--- src/rtl/pipeline_hazard_ctrl.sv ---
// Central hazard controller for the 5-stage CPU: drives the four pipeline-latch
// commands, PC enable and halt, and keeps saturating stall statistics.
module pipeline_hazard_ctrl #(
    parameter int CNT_W = 16,
    parameter int REG_W = 5
) (
    input  logic             CLK,
    input  logic             nRST,
    input  logic             ihit,
    input  logic             dhit,
    input  logic             dmemREN_mem,
    input  logic             dmemWEN_mem,
    input  logic             branch_taken_mem,
    input  logic             MemRead_ex,
    input  logic [REG_W-1:0] regWSEL_ex,
    input  logic [REG_W-1:0] rs_id,
    input  logic [REG_W-1:0] rt_id,
    input  logic             halt_wb,
    output logic [1:0]       fd_state,
    output logic [1:0]       de_state,
    output logic [1:0]       em_state,
    output logic [1:0]       mw_state,
    output logic             pc_en,
    output logic             halt,
    output logic [CNT_W-1:0] mem_stall_cnt,
    output logic [CNT_W-1:0] hazard_stall_cnt
);

    localparam logic [1:0] PIPE_ENABLE = 2'b00;
    localparam logic [1:0] PIPE_STALL  = 2'b01;
    localparam logic [1:0] PIPE_NOP    = 2'b10;

    typedef enum logic [1:0] {
        RUN     = 2'd0,
        MEMWAIT = 2'd1,
        HALTED  = 2'd2
    } state_t;

    state_t           r_state;
    state_t           w_next_state;
    logic             w_memreq;
    logic             w_loaduse;
    logic             w_wait;
    logic             w_mem_stall;
    logic             w_hazard_stall;
    logic [CNT_W-1:0] r_mem_cnt;
    logic [CNT_W-1:0] r_haz_cnt;

    function automatic logic [CNT_W-1:0] sat_inc(input logic [CNT_W-1:0] v);
        return (&v) ? v : v + {{(CNT_W-1){1'b0}}, 1'b1};
    endfunction

    assign w_memreq  = dmemREN_mem | dmemWEN_mem;
    assign w_loaduse = MemRead_ex & (regWSEL_ex != '0) &
                       ((regWSEL_ex == rs_id) | (regWSEL_ex == rt_id));

    // Memory stall: either still waiting in MEMWAIT, or a fresh unserviced
    // request in RUN that is not pre-empted by a halt in WB.
    assign w_wait = ((r_state == MEMWAIT) & ~dhit) |
                    ((r_state == RUN) & ~halt_wb & w_memreq & ~dhit);

    always_comb begin
        fd_state       = PIPE_ENABLE;
        de_state       = PIPE_ENABLE;
        em_state       = PIPE_ENABLE;
        mw_state       = PIPE_ENABLE;
        pc_en          = 1'b1;
        halt           = 1'b0;
        w_next_state   = RUN;
        w_mem_stall    = 1'b0;
        w_hazard_stall = 1'b0;

        if (r_state == HALTED) begin
            fd_state     = PIPE_STALL;
            de_state     = PIPE_STALL;
            em_state     = PIPE_STALL;
            mw_state     = PIPE_STALL;
            pc_en        = 1'b0;
            halt         = 1'b1;
            w_next_state = HALTED;
        end else if (w_wait) begin
            fd_state     = PIPE_STALL;
            de_state     = PIPE_STALL;
            em_state     = PIPE_STALL;
            mw_state     = PIPE_NOP;
            pc_en        = 1'b0;
            w_next_state = MEMWAIT;
            w_mem_stall  = 1'b1;
        end else if (halt_wb) begin
            fd_state     = PIPE_STALL;
            de_state     = PIPE_STALL;
            em_state     = PIPE_STALL;
            mw_state     = PIPE_STALL;
            pc_en        = 1'b0;
            halt         = 1'b1;
            w_next_state = HALTED;
        end else if (branch_taken_mem) begin
            fd_state = PIPE_NOP;
            de_state = PIPE_NOP;
            em_state = PIPE_NOP;
        end else if (w_loaduse) begin
            fd_state       = PIPE_STALL;
            de_state       = PIPE_NOP;
            pc_en          = 1'b0;
            w_hazard_stall = 1'b1;
        end else if (!ihit) begin
            fd_state = PIPE_NOP;
            pc_en    = 1'b0;
        end

        // Reset is asynchronous, so the outputs must follow it without a clock.
        if (!nRST) begin
            fd_state       = PIPE_NOP;
            de_state       = PIPE_NOP;
            em_state       = PIPE_NOP;
            mw_state       = PIPE_NOP;
            pc_en          = 1'b0;
            halt           = 1'b0;
            w_next_state   = RUN;
            w_mem_stall    = 1'b0;
            w_hazard_stall = 1'b0;
        end
    end

    always_ff @(posedge CLK or negedge nRST) begin
        if (!nRST) begin
            r_state   <= RUN;
            r_mem_cnt <= '0;
            r_haz_cnt <= '0;
        end else begin
            r_state <= w_next_state;
            if (w_mem_stall) begin
                r_mem_cnt <= sat_inc(r_mem_cnt);
            end
            if (w_hazard_stall) begin
                r_haz_cnt <= sat_inc(r_haz_cnt);
            end
        end
    end

    assign mem_stall_cnt    = r_mem_cnt;
    assign hazard_stall_cnt = r_haz_cnt;

endmodule

--- config.mk ---
export PLATFORM = sky130hd
export DESIGN_NAME = pipeline_hazard_ctrl
export DESIGN_NICKNAME = d
export VERILOG_FILES = /design/src/rtl/pipeline_hazard_ctrl.sv
export SDC_FILE = /design/constraint.sdc
export NUM_CORES = 1
export LEC_CHECK = 0
export BUFFER_PORTS_ARGS = -buffer_cell sky130_fd_sc_hd__clkbuf_2
export CAP_MARGIN = 20
export CELL_PAD_IN_SITES_DETAIL_PLACEMENT = 1
export CELL_PAD_IN_SITES_GLOBAL_PLACEMENT = 2
export CORE_ASPECT_RATIO = 1.75
export CORE_MARGIN = 8
export CORE_UTILIZATION = 32
export CTS_CLUSTER_SIZE = 12
export DETAILED_ROUTE_END_ITERATION = 6
export GPL_ROUTABILITY_DRIVEN = 1
export PLACE_DENSITY = 0.89
export RECOVER_POWER = 25
export SKIP_LAST_GASP = 1
export SLEW_MARGIN = 5
export SYNTH_ARGS = -nofsm -noshare
export SYNTH_HDL_FRONTEND = slang
export SYNTH_SLANG_ARGS = --single-unit
--- constraint.sdc ---
create_clock -name CLK -period 6 [get_ports CLK]
set_input_delay 0.3 -clock CLK [delete_from_list [all_inputs] [get_ports CLK]]
set_output_delay 0.3 -clock CLK [all_outputs]
set_load 0.03 [all_outputs]
Word level (Yosys, flattened, before mapping):

Index checks and enable logic that the tools add are counted.

* bits in registers: 34

* reductions and logical operators: 6
* eq/ne operators: 4
* add/subtract/negate cells: 2
* bitwise logic cells: 13
* multiplexer cells: 46

Operators by type and width (count)
* 2-bit 2-to-1 mux: 25
* 16-bit by 1-bit adder with 16-bit output (second input constant): 2
* 16-bit AND reduction: 2
* 1-bit 2-to-1 mux: 21
* 5-bit equality test: 2
* 1-bit AND: 6
* 5-bit nonzero test: 1
* 1-bit inverter: 4
* 2-bit AND reduction: 2
* 1-bit bitwise OR: 3
* 2-bit by 1-bit equality test with 1-bit output (second input constant): 1
* 2-bit equality test (second input constant): 1
* 2-bit zero test: 1

Longest topological paths before layout:

Gate-level depths: netlist of run 1.

* word-level depth: 10
* gate-level depth with buffers: 8

Worst setup path before layout of run 1:

Ideal clock, no wire load.

* path type: reg2out
* start point: register r_state[0]
* end point: output port fd_state[1]
* setup slack: 3.381 ns
* arrival: 2.319 ns
* stages on the path, launching flop included: 5
* path through: dfrtp_1 -> o31a_1 -> nor3_1 -> nor2_1 -> o311ai_0

* longest elaborated chain between the ends: 8
* elaborated cells between the ends (all ways): 11
* those cells by class: eq/ne: 2; mux: 3; bitwise: 5; reduce/logical: 1

RTL lines
* start: declaration: RTL line 39 `state_t r_state;`
* start signal: assignment: RTL line 131 `r_state <= w_next_state;`
* 2-bit zero test: RTL line 60 `((r_state == RUN) & ~halt_wb & w_memreq & ~dhit);`
* 1-bit AND (3 in a row): RTL line 60
* 1-bit bitwise OR: RTL line 59 `assign w_wait = ((r_state == MEMWAIT) & ~dhit) |`
* 2-bit 2-to-1 mux: RTL line 81 `end else if (w_wait) begin`
* 2-bit 2-to-1 mux (*): RTL line 73 `if (r_state == HALTED) begin`
* 2-bit 2-to-1 mux (*): RTL line 112 `if (!nRST) begin`
* end: declaration: RTL line 19 `output logic [1:0] fd_state,`

Every way passes the cells marked *; elsewhere a longest branch is shown, timed or not.

Final worst setup path of run 1:

* start point: input port nRST
* end point: register r_haz_cnt[6] (netlist: hazard_stall_cnt[6])

* longest elaborated chain between the ends: 2

RTL lines
* start: declaration: RTL line 8 `input logic nRST,`
* 1-bit 2-to-1 mux: RTL line 112
* 2-bit AND reduction (no line)
* end signal: assignment: RTL line 136 `r_haz_cnt <= sat_inc(r_haz_cnt);`
* end: declaration: RTL line 47 `logic [CNT_W-1:0] r_haz_cnt;`

No other way between the ends.
A chain may end at the register's enable or synchronous reset.

==> metrics.cfg, run 1 <==
[drt]
first_iter_violations=21
firstDrtPassIters=2
num_vias=1555
post_drt_wl_per_cell_um=15.5
vias_per_cell=4.84
wl_um=4980
route.detailed.drc=0
postRouteAntennaNets=0

[timing]
setup_slack_ns=2.72
fin_tns_setup_ns=0
tightest_slew_ns=2.02
relSlewSlack_pct=-34.8
fmax_ghz=0.305
skew_ns=0.00767
rsz0062_at_grt=false
hold_viol=0
setup_viol=0
slew_violations=40
period_share_pct=54.7
min_period_ns=3.28
holdWs_ns=0.428

[placement]
placed_area_um2=2230
gp_congestion=0.748
port_buffers=65
dp_slack_ns=3.14
dpl.hpwl_um=3930

[grt]
grt_pass1_wl_um=8340
grt_pass1_vias=1711
grt-ovfl-total=0
track_usage_pct=12.5
grt_max_degree=40
antenna_found_initial=0

[final_layout]
syn_to_final_growth_pct=26.4
n_fill_cell=669
finalInstanceArea_um2=2320
drive_above_1_share_pct=33.5
diodes=0
num-nets-final=270
multi_input_area_um2=945
regArea_um2=851

[critical_path]
cp_max_fo=39
max_stage_delay_ns=1.42
critPathArrivalTime_ns=3.49
critPathTopFamily=buffers and inverters
crit_path_end_kind=flip-flop
crit_path_start_kind=primary input
crit_slowest_cell=clkbuf_1
crit_chain=clkbuf_1, inv_1, nor2_1, nand4bb_4, nor3_2, and3_4, xor2_1
critPathKind=in -> reg
crit_cells=7
cp.required_ns=6.21
rr_worst_depth=7
path_buf_inv=2

[yosys]
yosysTopAreaCell=dfrtp_1
synth_area_leaders=dfrtp_1 46%, xnor2_1 9.1%, xor2_1 8.1%
yosys_most_used_dff=dfrtp_1
ys_warn_count=0
syn-num-nets=201
synth_edf_count=0
netlist_instances=175
ys_async_sr_fraction_pct=100
ys_seq_area_share_pct=46.3
synth.cell_area_um2=1840
synth-seq-cells=34
avgSynthCellArea_um2=10.5
yosysTopAreaCellShare_pct=46.3
synth_cell_types=39

[min_path]
hold-path-cell-count=4
min_path_type=in -> reg

[floorplan]
rows=36
pin_count=66
core_area_um2=5540
die_h_um=116
initial_core_util_pct=33.2
design.die.area_um2=8520
die_w_um=73.3

[power_and_ir_drop]
ir_drop_v=0.000132
p_per_area_nw_per_um2=238
power.total_w=0.000553
leakagePower_nw=1.16

[clocking]
htreeDepth=2
clk_latency_ns=0.29
cts_buffer_depth=2
postCtsHoldBufs=0
ctsResizeCount=0
cts_setup_buffers=0
ctsRootBufferMaster=clkbuf_8
clkTransAtPathRegs_ns=0.07
tritoncts=built
cts_inserted_buffers=5
cts_num_sinks=34

[job]
drv_cap=1

[outcome]
violations=max-capacitance violations, max-slew violations
outcome=finished with violations

placed cells by master (no fill, tap or decap), types with 2 or more instances in the layout:
master	netlist	layout
nand2_1	14	14
clkbuf_8	0	6
nor2_1	12	12
and4_1	6	6
nor2b_1	2	2
mux2_2	2	2
and3_1	6	6
inv_1	4	4
nand4_1	8	8
clkbuf_1	0	2
dfrtp_1	34	34
ha_1	2	2
nand3_1	10	10
nor3_1	7	7
and2_1	3	3
clkbuf_2	0	64
xnor2_1	19	19
xor2_1	17	17
nor4_1	3	3
a21oi_1	3	3
flip-flops by register name (all words and copies together), names as in the netlist:
signal	flops
mem_stall_cnt	16
hazard_stall_cnt	16
r_state	2
cell families (layout without fill, tap and decap cells):
family | count (synthesis) | after routing | synth area share [%]
flops | 34 | 34 | 46.3
buf+inv | 7 | 77 | 2.25
simple gates | 79 | 79 | 24.9
mux | 4 | 4 | 2.59
fa+ha+maj | 2 | 2 | 1.36
compound gates | 13 | 13 | 5.45
xor+xnor | 36 | 36 | 17.2
metrics by stage:
| step | util, % | cells |
|---|---|---|
| 2_1_floorplan | - | 175 |
| 3_3_place_gp | 40.3 | 313 |
| 3_5_place_dp | 40.3 | 313 |
| 4_1_cts | 41.9 | 321 |
| 5_1_grt | 41.9 | 321 |
| 6_report | 41.9 | 321 |
worst reg2reg max path: cells and delay by family (launching register included):
family | cells | cell delay (ns)
and+or+nand+nor | 5 | 1.52
DFF | 1 | 0.42
adders and majority gates | 1 | 0.25
xor gates and xnor gates | 1 | 0.15
final cells by class:
class	instances	share of cell area [%]
Clock buffer	7	3.72
Clock inverter	1	0.216
Inverter	4	0.647
Multi-Input combinational cell	134	40.7
Sequential cell	34	36.7
Tap cell	76	4.10
Timing Repair Buffer	65	14.0
cells in the mapped netlist, types with 2 or more instances:
| master | instances |
|---|---|
| dfrtp_1 | 34 |
| xnor2_1 | 19 |
| xor2_1 | 17 |
| nand2_1 | 14 |
| nor2_1 | 12 |
| nand3_1 | 10 |
| nand4_1 | 8 |
| nor3_1 | 7 |
| and3_1 | 6 |
| and4_1 | 6 |
| inv_1 | 4 |
| a21oi_1 | 3 |
| and2_1 | 3 |
| nor4_1 | 3 |
| buf_4 | 2 |
| ha_1 | 2 |
| mux2_2 | 2 |
| nor2b_1 | 2 |
path summary, 6_finish.rpt:
kind	slack [ns]	endpoint	start
hold reg to reg	0.50	hazard_stall_cnt[10]$_DFFE_PN0P_	hazard_stall_cnt[10]$_DFFE_PN0P_
setup reg to reg	3.59	hazard_stall_cnt[6]$_DFFE_PN0P_	hazard_stall_cnt[0]$_DFFE_PN0P_
min in group asynchronous	0.58	mem_stall_cnt[14]$_DFFE_PN0P_	nRST
hold / removal	0.43	r_state[0]$_DFF_PN0_	dhit
max in group asynchronous	4.26	hazard_stall_cnt[3]$_DFFE_PN0P_	nRST
setup / recovery	2.72	hazard_stall_cnt[6]$_DFFE_PN0P_	nRST
power by group:
part           switching [W]  internal [W]  leakage [nW]
Clock              0.0000862     0.0000926        0.0482
Sequential         0.0000163      0.000244         0.462
Combinational      0.0000759     0.0000390         0.646
per-layer routing:
layer / vias to the layer above / wire [µm] / part of all wire (%) / GRT usage [%]
met4: 0 / 98 / 2.0 / 6.72
met5: - / 0 / 0 / 0
met2: 54 / 2470 / 50 / 21.3
li1: 750 / - / - / -
met3: 6 / 431 / 8.7 / 4.30
met1: 745 / 1980 / 40 / 13.0
No activity file was read; power rests on OpenSTA's default activity.
==> run 2, diff against run 1 <==
- CORE_UTILIZATION: 32 -> 27
- PLACE_DENSITY: 0.89 -> 0.8
- clock period: 6 -> 2.95 ns (I/O delays scaled with it)
==> run 2 against run 1 <==
Net effect:
- the run now ends clean
- combinational power increased by 100%
- sequential share of layout area is 1.1 points lower
- sequential power rose by 100%
- utilization decreased by 6.2 points
- clock power rose to 2.9 times the previous value
- register-to-register slack worse by 3.0 ns
- clock skew decreased by 0.0023 ns
- total power increased by 130%
- global-route usage is 1.4 points lower
- critical path depth is the same
- worst setup slack lost 2.1 ns
- critical path type is now reg -> reg
==> metrics.cfg, run 2 (synthesis results as in run 1) <==
[timing]
holdWs_ns=0.0809  ; -0.347 ns
tightest_slew_ns=0.749  ; -1.27 ns
relSlewSlack_pct=49.8  ; +85 points
min_period_ns=2.38
fin_tns_setup_ns=0  ; unchanged
hold_viol=0  ; unchanged
setup_viol=0  ; unchanged
setup_slack_ns=0.570  ; -2.15 ns
fmax_ghz=0.420
period_share_pct=80.7
slew_violations=0  ; -100%
skew_ns=0.00535  ; -0.00233 ns
rsz0062_at_grt=false

[floorplan]
initial_core_util_pct=27.4  ; -5.8 points
core_area_um2=6710  ; +21%
rows=40  ; +11%
pin_count=66  ; unchanged
design.die.area_um2=9800  ; +15%
die_w_um=78.4  ; +6.9%
die_h_um=125  ; +7.6%

[final_layout]
final_common_cell=clkbuf_2
drive_above_1_share_pct=33.7  ; +0.27 points
num-nets-final=271  ; +0.37%
syn_to_final_growth_pct=30.4
diodes=0  ; unchanged
post-route-util_pct=35.7  ; -6.2 points
final_cell_mix=64 x clkbuf_2, 34 x dfrtp_1, 19 x xnor2_1

[grt]
track_usage_pct=11.1  ; -1.4 points
grt_pass1_wl_um=8720  ; +4.6%
antenna_found_initial=0  ; unchanged
grt-ovfl-total=0  ; unchanged
grt_max_degree=38  ; -5.0%
grt_pass1_vias=1729  ; +1.1%

[clocking]
ctsRootBufferMaster=clkbuf_16
clk_latency_ns=0.28  ; about the same
clkTransAtPathRegs_ns=0.05  ; -0.02 ns
tritoncts=built
cts_buffer_depth=2  ; unchanged
postCtsHoldBufs=0  ; unchanged
cts_setup_buffers=0  ; unchanged
htreeDepth=2  ; unchanged
ctsResizeCount=0  ; unchanged
cts_inserted_buffers=5  ; unchanged
cts_num_sinks=34  ; unchanged

[critical_path]
critPathArrivalTime_ns=2.59  ; -0.90 ns
critPathKind=reg -> reg
cp_max_fo=11  ; -72%
r2r_slack_ns=0.57  ; -3.02 ns
crit_path_start_kind=flip-flop
crit_path_end_kind=flip-flop
cp.required_ns=3.16  ; -3.05 ns

[drt]
postRouteAntennaNets=0  ; unchanged
first_iter_violations=16  ; -24%
wl_um=5100  ; +2.4%
firstDrtPassIters=4  ; +2
vias_per_cell=4.73  ; -2.3%
num_vias=1562  ; +0.45%
post_drt_wl_per_cell_um=15.4  ; -0.40%
route.detailed.drc=0  ; unchanged

[power_and_ir_drop]
leakagePower_nw=1.19  ; +2.6%
share_clk_of_total_power_pct=40.7  ; +8.4 points
power_switching_w=0.000382  ; +110%
p_per_area_nw_per_um2=540  ; +130%
comb_power_share_pct=18.2  ; -2.6 points
switching_share_pct=29.6  ; -2.7 points
pwr-share-seq_pct=41.1  ; -5.8 points
intPower_w=0.000910  ; +140%
ir_drop_v=0.000295  ; +120%

[placement]
dpl.hpwl_um=4000  ; +1.7%
dp_slack_ns=0.559  ; -2.58 ns
port_buffers=65  ; unchanged
gp_congestion=0.735  ; -1.8%

[min_path]
min_path_type=in -> async

[job]
drv_cap=0  ; -1

[outcome]
outcome=finished clean

run 2: cell types whose count changed in the layout (fill, tap and decap cells not counted), sizes merged:
cell	before	now
buf	0	1
run 2: final timing paths:
path / start / end / cells past startpoint
worst max-delay path: hazard_stall_cnt[0]$_DFFE_PN0P_ / hazard_stall_cnt[6]$_DFFE_PN0P_ / 7
worst min-delay path: nRST / r_state[0]$_DFF_PN0_ / 2
worst max register to register: hazard_stall_cnt[0]$_DFFE_PN0P_ / hazard_stall_cnt[6]$_DFFE_PN0P_ / 7
worst min register to register: mem_stall_cnt[7]$_DFFE_PN0P_ / mem_stall_cnt[7]$_DFFE_PN0P_ / 1
max in group asynchronous: nRST / hazard_stall_cnt[3]$_DFFE_PN0P_ / 2
min in group CLK: dhit / r_state[0]$_DFF_PN0_ / 4
run 2: per-layer routing:
layer  GRT usage (%)  vias up  wire length (µm)
met5               0        -                 0
met4            6.59        0               136
met3            3.44        9               268
met2            18.4       46              2570
met1            11.9      756              2120
li1                -      751                 -
run 2: cell type report:
type                    instances  area, µm²
well taps                      84        105
repair buffers                 66        332
fillers                       820       4310
inverters                       4       15.0
flip-flops and latches         34        851
clock inverters                 1       5.00
multi-input cells             134        945
clock buffers                   7        143
run 2: critical path, cell delays in order (launching register included):
cell,delay (ns)
dfrtp_1,0.43
ha_1,0.25
and4_1,0.26
and4_1,0.22
and2_1,0.14
nor3_2,0.57
and3_4,0.29
xor2_1,0.14
run 2: power by group through the flow:
stage                     Clock [W]  Sequential (W)  Combinational (W)
final                      0.000527        0.000531           0.000235
after detailed placement          0        0.000538           0.000240
after floorplan                   0        0.000588          0.0000991
after global placement            0        0.000536           0.000237
after CTS                  0.000549        0.000530           0.000242
after global routing       0.000567        0.000535           0.000256
run 2: per-stage QoR:
stage / total power, W / area [µm²] / instances
floorplan: 0.000687 / 1840 / 175
global placement: 0.000773 / 2250 / 322
detailed placement: 0.000779 / 2250 / 322
CTS: 0.00132 / 2400 / 330
global route: 0.00136 / 2390 / 330
finish: 0.00129 / 2390 / 330
